## src/rtl/sampler_pkg.sv

```systemverilog
// Shared types and constants for the polynomial sampler datapath.
// Holds the modulus, polynomial length, mode/state enums and the binomial lane mapping.
package sampler_pkg;

    localparam int Q       = 3329;
    localparam int N_COEFF = 256;

    typedef enum logic {
        MODE_BIN = 1'b0,
        MODE_REJ = 1'b1
    } mode_t;

    typedef enum logic [1:0] {
        S_IDLE    = 2'd0,
        S_COLLECT = 2'd1,
        S_DONE    = 2'd2
    } state_t;

    // Sign-magnitude lane {sign, m[1:0]} -> value in [0, q-1]; negative zero maps to 0.
    function automatic logic [11:0] cbd_to_coeff(input logic [2:0] lane, input int q);
        logic [11:0] mag;
        mag = {10'd0, lane[1:0]};
        if (lane[2] && (mag != 12'd0)) begin
            return 12'(q) - mag;
        end
        return mag;
    endfunction

endpackage

```

## src/rtl/coeff_fifo.sv

```systemverilog
// Synchronous coefficient FIFO: up to two pushes and one pop per cycle.
// Show-ahead read port; i_push_d0 is always the older of the two pushed words.
module coeff_fifo #(
    parameter int DEPTH = 4,
    parameter int WIDTH = 12
) (
    input  logic                         clk,
    input  logic                         rst,
    input  logic                         i_clr,
    input  logic [1:0]                   i_push_n,
    input  logic [WIDTH-1:0]             i_push_d0,
    input  logic [WIDTH-1:0]             i_push_d1,
    input  logic                         i_pop,
    output logic [WIDTH-1:0]             o_pop_d,
    output logic                         o_empty,
    output logic [$clog2(DEPTH+1)-1:0]   o_occ
);

    localparam int PW = (DEPTH > 1) ? $clog2(DEPTH) : 1;
    localparam int CW = $clog2(DEPTH + 1);

    logic [WIDTH-1:0] r_mem [DEPTH];
    logic [PW-1:0]    r_wr_ptr;
    logic [PW-1:0]    r_rd_ptr;
    logic [CW-1:0]    r_occ;
    logic [PW-1:0]    w_wr_ptr1;

    function automatic logic [PW-1:0] ptr_inc(input logic [PW-1:0] p);
        return (p == PW'(DEPTH - 1)) ? '0 : p + 1'b1;
    endfunction

    assign w_wr_ptr1 = ptr_inc(r_wr_ptr);

    always_ff @(posedge clk) begin
        if (i_push_n != 2'd0) r_mem[r_wr_ptr]  <= i_push_d0;
        if (i_push_n == 2'd2) r_mem[w_wr_ptr1] <= i_push_d1;
    end

    always_ff @(posedge clk) begin
        if (rst || i_clr) begin
            r_wr_ptr <= '0;
            r_rd_ptr <= '0;
            r_occ    <= '0;
        end else begin
            case (i_push_n)
                2'd1:    r_wr_ptr <= w_wr_ptr1;
                2'd2:    r_wr_ptr <= ptr_inc(w_wr_ptr1);
                default: r_wr_ptr <= r_wr_ptr;
            endcase
            if (i_pop) r_rd_ptr <= ptr_inc(r_rd_ptr);
            r_occ <= r_occ + CW'(i_push_n) - CW'(i_pop);
        end
    end

    assign o_pop_d = r_mem[r_rd_ptr];
    assign o_empty = (r_occ == '0);
    assign o_occ   = r_occ;

endmodule

```

## src/rtl/poly_collector.sv

```systemverilog
// Collects one polynomial of N_COEFF coefficients from a two-lane sampler stream
// and writes them in order to coefficient memory.
//
// state     | meaning
// ----------+-------------------------------------------------------------
// S_IDLE    | waiting for start; outputs quiet, coeff_cnt holds last value
// S_COLLECT | accepting sample words, draining the FIFO into memory writes
// S_DONE    | single cycle with done asserted, returns to S_IDLE
module poly_collector #(
    parameter int N_COEFF    = sampler_pkg::N_COEFF,
    parameter int Q          = sampler_pkg::Q,
    parameter int FIFO_DEPTH = 4
) (
    input  logic        clk,
    input  logic        rst,
    input  logic        start,
    input  logic        mode,
    input  logic        in_valid,
    output logic        in_ready,
    input  logic [23:0] in_data,
    input  logic [1:0]  in_ok,
    output logic        wr_en,
    output logic [7:0]  wr_addr,
    output logic [11:0] wr_data,
    output logic        busy,
    output logic        done,
    output logic [8:0]  coeff_cnt
);

    import sampler_pkg::*;

    localparam int          OCW   = $clog2(FIFO_DEPTH + 1);
    localparam logic [8:0]  N_CAP = 9'(N_COEFF);

    state_t      r_state;
    mode_t       r_mode;
    logic [8:0]  r_push_cnt;
    logic [8:0]  r_coeff_cnt;
    logic        r_wr_en;
    logic [7:0]  r_wr_addr;
    logic [11:0] r_wr_data;
    logic        r_done;

    logic [11:0]    w_val0;
    logic [11:0]    w_val1;
    logic           w_ok0;
    logic           w_ok1;
    logic           w_in_ready;
    logic           w_hs;
    logic           w_take0;
    logic           w_take1;
    logic [1:0]     w_push_n;
    logic [11:0]    w_push_d0;
    logic           w_pop;
    logic           w_clr;
    logic           w_empty;
    logic [11:0]    w_fifo_dout;
    logic [OCW-1:0] w_occ;

    always_comb begin
        w_val0 = in_data[11:0];
        w_val1 = in_data[23:12];
        w_ok0  = in_ok[0] && (in_data[11:0]  < 12'(Q));
        w_ok1  = in_ok[1] && (in_data[23:12] < 12'(Q));
        if (r_mode == MODE_BIN) begin
            w_val0 = cbd_to_coeff(in_data[2:0], Q);
            w_val1 = cbd_to_coeff(in_data[5:3], Q);
            w_ok0  = 1'b1;
            w_ok1  = 1'b1;
        end
    end

    // Two free slots guarantee a full two-lane push never overflows, even without a pop.
    assign w_in_ready = (r_state == S_COLLECT) && (int'(w_occ) <= FIFO_DEPTH - 2)
                        && (r_push_cnt < N_CAP);
    assign w_hs      = in_valid && w_in_ready;
    assign w_take0   = w_hs && w_ok0 && (r_push_cnt < N_CAP);
    assign w_take1   = w_hs && w_ok1 && ((r_push_cnt + 9'(w_take0)) < N_CAP);
    assign w_push_n  = {1'b0, w_take0} + {1'b0, w_take1};
    assign w_push_d0 = w_take0 ? w_val0 : w_val1;
    assign w_pop     = (r_state == S_COLLECT) && !w_empty && (r_coeff_cnt < N_CAP);
    assign w_clr     = (r_state == S_IDLE) && start;

    coeff_fifo #(
        .DEPTH (FIFO_DEPTH),
        .WIDTH (12)
    ) u_fifo (
        .clk       (clk),
        .rst       (rst),
        .i_clr     (w_clr),
        .i_push_n  (w_push_n),
        .i_push_d0 (w_push_d0),
        .i_push_d1 (w_val1),
        .i_pop     (w_pop),
        .o_pop_d   (w_fifo_dout),
        .o_empty   (w_empty),
        .o_occ     (w_occ)
    );

    always_ff @(posedge clk) begin
        if (rst) begin
            r_state     <= S_IDLE;
            r_mode      <= MODE_BIN;
            r_push_cnt  <= '0;
            r_coeff_cnt <= '0;
            r_wr_en     <= 1'b0;
            r_wr_addr   <= '0;
            r_wr_data   <= '0;
            r_done      <= 1'b0;
        end else begin
            r_wr_en <= 1'b0;
            r_done  <= 1'b0;
            case (r_state)
                S_IDLE: begin
                    if (start) begin
                        r_state     <= S_COLLECT;
                        r_mode      <= mode_t'(mode);
                        r_push_cnt  <= '0;
                        r_coeff_cnt <= '0;
                    end
                end
                S_COLLECT: begin
                    r_push_cnt <= r_push_cnt + 9'(w_push_n);
                    if (w_pop) begin
                        r_wr_en     <= 1'b1;
                        r_wr_addr   <= r_coeff_cnt[7:0];
                        r_wr_data   <= w_fifo_dout;
                        r_coeff_cnt <= r_coeff_cnt + 9'd1;
                    end else if (r_coeff_cnt == N_CAP) begin
                        // last write has already left; finish one cycle later so wr_en is low in S_DONE
                        r_state <= S_DONE;
                        r_done  <= 1'b1;
                    end
                end
                S_DONE: begin
                    r_state <= S_IDLE;
                end
                default: begin
                    r_state <= S_IDLE;
                end
            endcase
        end
    end

    assign in_ready  = w_in_ready;
    assign wr_en     = r_wr_en;
    assign wr_addr   = r_wr_addr;
    assign wr_data   = r_wr_data;
    assign busy      = (r_state != S_IDLE);
    assign done      = r_done;
    assign coeff_cnt = r_coeff_cnt;

endmodule
```

## config.mk

```make
export PLATFORM = sky130hd
export DESIGN_NAME = poly_collector
export DESIGN_NICKNAME = d
export VERILOG_FILES = /design/src/rtl/sampler_pkg.sv /design/src/rtl/coeff_fifo.sv /design/src/rtl/poly_collector.sv
export SDC_FILE = /design/constraint.sdc
export NUM_CORES = 1
export LEC_CHECK = 0
export CORE_MARGIN = 2
export CORE_UTILIZATION = 52
export CTS_BUF_LIST = sky130_fd_sc_hd__clkbuf_8
export CTS_CLUSTER_DIAMETER = 120
export DETAILED_ROUTE_END_ITERATION = 12
export GPL_TIMING_DRIVEN = 0
export PLACE_DENSITY = 0.78
export SLEW_MARGIN = 15
export SYNTH_ARGS = -nofsm -noshare
export SYNTH_HDL_FRONTEND = slang
export SYNTH_SLANG_ARGS = --single-unit
export TNS_END_PERCENT = 20
```

## constraint.sdc

```tcl
create_clock -name clk -period 3.8 [get_ports clk]
set_clock_uncertainty 0.2 [all_clocks]
set_input_delay 0.76 -clock clk [delete_from_list [all_inputs] [get_ports clk]]
set_output_delay 0.76 -clock clk [all_outputs]
set_load 0.01 [all_outputs]
```

* After elaboration in Yosys (flattened, before gate mapping)
Memories as Yosys holds them, arrays and structs flattened. A register that Yosys moved wholly into a read port is not among the register bits. Index checks and enable logic that the tools add are counted. Widths: inputs -> output; s select.
Word-level totals: register bits 38, memory bits (writable) 48, bits of input ports 31, logic and storage cells 102, memories kept 1
Memory list:
- u_fifo.r_mem | words 4, width 12, rd ports 1, clocked after memory_dff 1, write ports 2, line coeff_fifo.sv:22 | logic [WIDTH-1:0] r_mem [DEPTH];
Operators by class: $add $sub $neg 11, magnitude comparators 6, eq/ne operators 11, mux-type cells 31, bitwise operators 1, reductions and logical operators 31
Operator list (count):
- $mux 12 | 7
- $pmux 9 s2 | 2
- $lt 9x9->1 const B | 3
- $lt 12x12->1 const B | 2
- $sub 11x3->12 const A | 2
- $mux 9 | 2
- $logic_and 1x1->1 | 14
- $mux 1 | 12
- $mux 2 | 6
- $reduce_bool 2->1 | 6
- $add 9x1->9 | 1
- $add 9x1->9 const B | 1
- $add 9x2->9 | 1
- $eq 9x9->1 const B | 1
- $eq 2x2->1 const B | 4
- $pmux 2 s2 | 2
- $add 2x1->2 const B | 3
- $reduce_and 2->1 | 3
- $reduce_and 3->1 | 2
- $eq 2x1->1 const B | 2
- $ne 2x1->1 const B | 2
- $ne 2x2->1 const B | 2
- $add 3x2->3 | 1
- $le 3x2->1 const B | 1
- other kinds (9) | 9

* Logic depth before layout (Yosys ltp)
word-level depth 13, depth in mapped cells 13

* Modules after synthesis
From an unflattened synthesis, not the netlist that was laid out.
Second synthesis, totals: cells, all modules 510, area, all modules 5579.1 µm²
By module, submodules not included:
- coeff_fifo | times used 1, cells an instance 179, area each 3047.9 µm², sequential area each 1621.6 µm²
- poly_collector | times used 1, cells an instance 331, area each 2531.2 µm², sequential area each 860.8 µm²

* Worst setup path after synthesis
No wires, ideal clock.
kind input port to flip-flop, start point input in_data[6], end point register u_fifo.r_occ[2], in the netlist u_fifo.o_occ[2], arrival time 3484 ps, required time 3472 ps, setup slack -12 ps, stages on the path 13, buffers on the path 0, cells stage by stage nor4_2 -> a21oi_4 -> or4_1 -> and3_1 -> ha_1 -> inv_1 -> ha_1 -> inv_1 -> ha_1 -> fa_1 -> xor2_1 -> xnor2_1 -> nor2_1
On the way: cells in the longest elaborated chain, start to end 11
Ends and longest elaborated chain:
- start, declared | line poly_collector.sv:20 | input logic [23:0] in_data,
- $lt 12x12->1 (*) | line poly_collector.sv:63 | w_ok0 = in_ok[0] && (in_data[11:0] < 12'(Q));
- $logic_and 1x1->1 (*) | line poly_collector.sv:63
- $mux 1 (*) | line poly_collector.sv:65 | if (r_mode == MODE_BIN) begin
- $logic_and 1x1->1 (*) (2 in a row) | line poly_collector.sv:77 | assign w_take0 = w_hs && w_ok0 && (r_push_cnt < N_CAP);
- $add 9x1->9 | line poly_collector.sv:78 | assign w_take1 = w_hs && w_ok1 && ((r_push_cnt + 9'(w_take0)) < N_CAP);
- $lt 9x9->1 | line poly_collector.sv:78
- $logic_and 1x1->1 | line poly_collector.sv:78
- $add 1x1->2 (*) | line poly_collector.sv:79 | assign w_push_n = {1'b0, w_take0} + {1'b0, w_take1};
- $add 3x2->3 (*) | line coeff_fifo.sv:51 | r_occ <= r_occ + CW'(i_push_n) - CW'(i_pop);
- $sub 3x1->3 (*) | line coeff_fifo.sv:51
- end signal, assigned | line coeff_fifo.sv:51
- end, declared | line coeff_fifo.sv:25 | logic [CW-1:0] r_occ;
Mark *: on every way between the ends. The rest lies on a longest branch, timed or not. A chain may end at the register's enable or synchronous reset.

* Final worst setup path
start point input in_data[7], end point register u_fifo.r_occ[2], in the netlist u_fifo.o_occ[2]
The elaborated chain is that of the path after synthesis.

==> results.md <==
- Static leakage: 2.28 nW
- RSZ-0062 raised after global routing: no
- Vias in the first global route: 3,800
- Synth warn: 0
- Initial antenna violation count: 0
- Post-CTS Hold Fix Bufs: 0
- Pwr Density: 353 nW/um2
- Layout cells sized above 1: 16.8%
- CP arrival: 3.72 ns
- Worst-path clk slew: 0.09 ns
- I/O Pins: 64
- Num CTS Buffers: 9
- Syn Inst Count: 470
- Core footprint: 9730 um2
- WL final: 11,900 um
- Dpl hpwl: 8740 um
- Buffers & Inverters on Critical Path: 3
- Top-area cell type share of the netlist area: 27.7%
- Die H: 104 um
- CP required: 3.85 ns
- Drt drc: 0
- Via Count: 3,866
- Final hold vios: 0
- Worst rel slew slack: 46.3%
- Outcome: completed
- Crit. End Element: register
- DR pass1 iterations: 4
- H-tree levels: 3
- Overall Global Routing Usage: 22.8%
- Maximum fanout along the worst path: 2
- Routed length per placed instance: 17.3 um
- Slowest cell on the critical path: or4_4
- Register area share after synthesis: 46.9%
- Final period util: 96.6%
- Fin. max-slew vios: 0
- Area Overhead vs Synth: 20.7%
- DP Cell Count: 666
- Most common cell after layout, fill and taps aside: nand2_1
- Fill cells: 764
- Initial Util: 53.5%
- First DRT Iteration DRCs: 202
- Finish-stage setup viols: 0
- I/O Buffers: 62
- Die area: 10,800 um2
- Bufs on Longest Clock Path: 2
- Fmax: 272 MHz
- Min Clock Period, post-route: 3.67 ns
- Number of cells in the finished layout apart from fillers: 688
- Clock Sinks: 98
- Critical path class: in -> reg
- Max incr delay on CP: 0.54 ns
- Synth Register Bits: 98
- Delay-heaviest family, CP: simple AND/OR/NAND/NOR gates
- Total power: 2.22 mW
- CP cell instances: dlygate4sd2_1 -> nor4_4 -> a21oi_4 -> or4_4 -> and3_4 -> ha_4 -> inv_1 -> ha_1 -> inv_1 -> ha_1 -> fa_2 -> xor2_1 -> xnor2_1 -> nor2_1
- CTS Root Cell: clkbuf_8
- Antenna-violating nets left: 0
- Synth unique cells: 56
- Worst-Skew Late Latency: 0.37 ns
- Fin area: 6290 um2
- TNS Setup: 0 ns
- Synth top area cells: edfxtp_1, dfxtp_1, mux2_4
- Maximum vdd drop: 0.248 mV
- Row Count: 36
- Largest net degree at the start of global routing: 18
- Antenna Cells: 0
- Nets@finish: 602
- Vias per cell: 5.62
- Post-synthesis net count: 522
- Critical Path Source Type: input pin
- Largest area contributor in the netlist: edfxtp_1
- Die W: 104 um
- Mapped Area: 5210 um2
- Max-Cap Viols: 0
- First-pass GRT wire length: 19,400 um
- Total grt overflow: 0
- Worst Tran Pin Value: 0.806 ns
- Mapped Avg Cell Area: 11.1 um2
- GPL Wtd Cong: 0.912
- Hold Crit Class: reg -> reg
- Final Util: 64.6%
- CTS tree: done
- Placement Cell Area: 6030 um2
- Most frequent cells in the layout: nand2_1, clkdlybuf4s50_1, dfxtp_1, edfxtp_1, a21oi_1
cell type report:
| type | instances | area (um2) | area share (%) |
|---|---|---|---|
| sequential | 98 | 2440 | 38.8 |
| inverter | 18 | 67.6 | 1.07 |
| multi-input combinational | 331 | 2650 | 42.1 |
| buffer | 23 | 120 | 1.91 |
| clock inverter | 6 | 41.3 | 0.657 |
| clock buffer | 10 | 138 | 2.19 |
| timing repair buffer | 69 | 663 | 10.5 |
| tap | 133 | 166 | 2.65 |
stage by stage:
stage / setup WS, ns / hold WS (ns)
6_report: 0.129 / 0.257
5_1_grt: 0.0218 / 0.281
4_1_cts: 0.00698 / 0.262
3_5_place_dp: -0.779 / 0.248
3_3_place_gp: -0.870 / 0.244
2_1_floorplan: 0.0495 / 0.265
worst reg2reg max path, cell delays in order (launching register included):
cell	delay, ns
dfxtp_1	0.42
clkbuf_1	0.37
buf_1	0.46
o2111ai_2	0.25
and3_4	0.24
ha_4	0.26
inv_1	0.04
ha_1	0.26
inv_1	0.04
ha_1	0.19
fa_2	0.34
xor2_1	0.15
xnor2_1	0.15
nor2_1	0.05
worst paths after layout:
check,startpoint,to,slack [ns],depth (start not counted)
worst min register to register,wr_data[8],wr_data[8],0.26,2
worst min-delay path,wr_data[8],wr_data[8],0.26,2
worst max register to register,r_mode,u_fifo.o_occ[2],0.28,13
worst max-delay path,in_data[7],u_fifo.o_occ[2],0.13,14
power breakdown:
| group | switching, mW | total (mW) | internal [mW] | leakage [nW] |
|---|---|---|---|---|
| registers | 0.0194 | 1.18 | 1.16 | 0.849 |
| clock network | 0.377 | 0.635 | 0.258 | 0.0949 |
| logic | 0.219 | 0.412 | 0.193 | 1.34 |
cell families (layout without fill, tap and decap cells):
group / after synthesis / count (layout) / share of synthesized area (%)
flops: 98 / 98 / 46.9
buf+inv: 41 / 126 / 3.58
simple gates: 167 / 167 / 17.2
xor+xnor: 7 / 7 / 1.18
mux: 65 / 65 / 17.9
compound gates: 71 / 71 / 7.90
fa+ha+maj: 21 / 21 / 5.33
per-layer routing:
| metal | global-route usage, % | up-vias | wire (um) |
|---|---|---|---|
| li1 | - | 1855 | - |
| met1 | 28.9 | 1896 | 5210 |
| met2 | 39.5 | 97 | 6060 |
| met3 | 3.82 | 18 | 422 |
| met4 | 7.72 | 0 | 240 |
| met5 | 0 | - | 0 |
registers in the layout (all words and copies together), names as in the netlist:
| name | cells |
|---|---|
| done | 1 |
| u_fifo.r_mem | 48 |
| r_mode | 1 |
| r_state | 2 |
| u_fifo.r_rd_ptr | 2 |
| r_push_cnt | 9 |
| u_fifo.r_wr_ptr | 2 |
| wr_data | 12 |
| wr_en | 1 |
| coeff_cnt | 9 |
| u_fifo.o_occ | 3 |
| wr_addr | 8 |
repair_timing:
action,in CTS,in global routing
setup endpoints to repair,55,34
pin swaps,4,5
setup buffers,6,0
resized for setup,12,16
gates cloned,0,0
synth_stat cells, drive strengths merged:
library cell	instances
and4	1
buf	7
a21boi	2
o2111ai	1
or3b	1
xor2	5
nand2b	2
o21a	2
o211ai	1
nand3	15
nor4b	4
and2b	1
fa	2
mux2i	20
nand4	3
and2	2
a211oi	2
mux4	12
o21ai	15
mux2	33
or4	2
nand4b	3
dfxtp	50
a2111oi	1
nor4	5
a31oi	1
inv	18
a32oi	2
nor4bb	1
nor3b	3
ha	19
nand2	89
nor3	5
or2	1
nor2b	3
clkbuf	16
a21oi	41
edfxtp	48
nor2	16
or3	6
and3	4
o31ai	1
xnor2	2
a22oi	1
a21o	1
No activity file was read; power rests on OpenSTA's default activity.
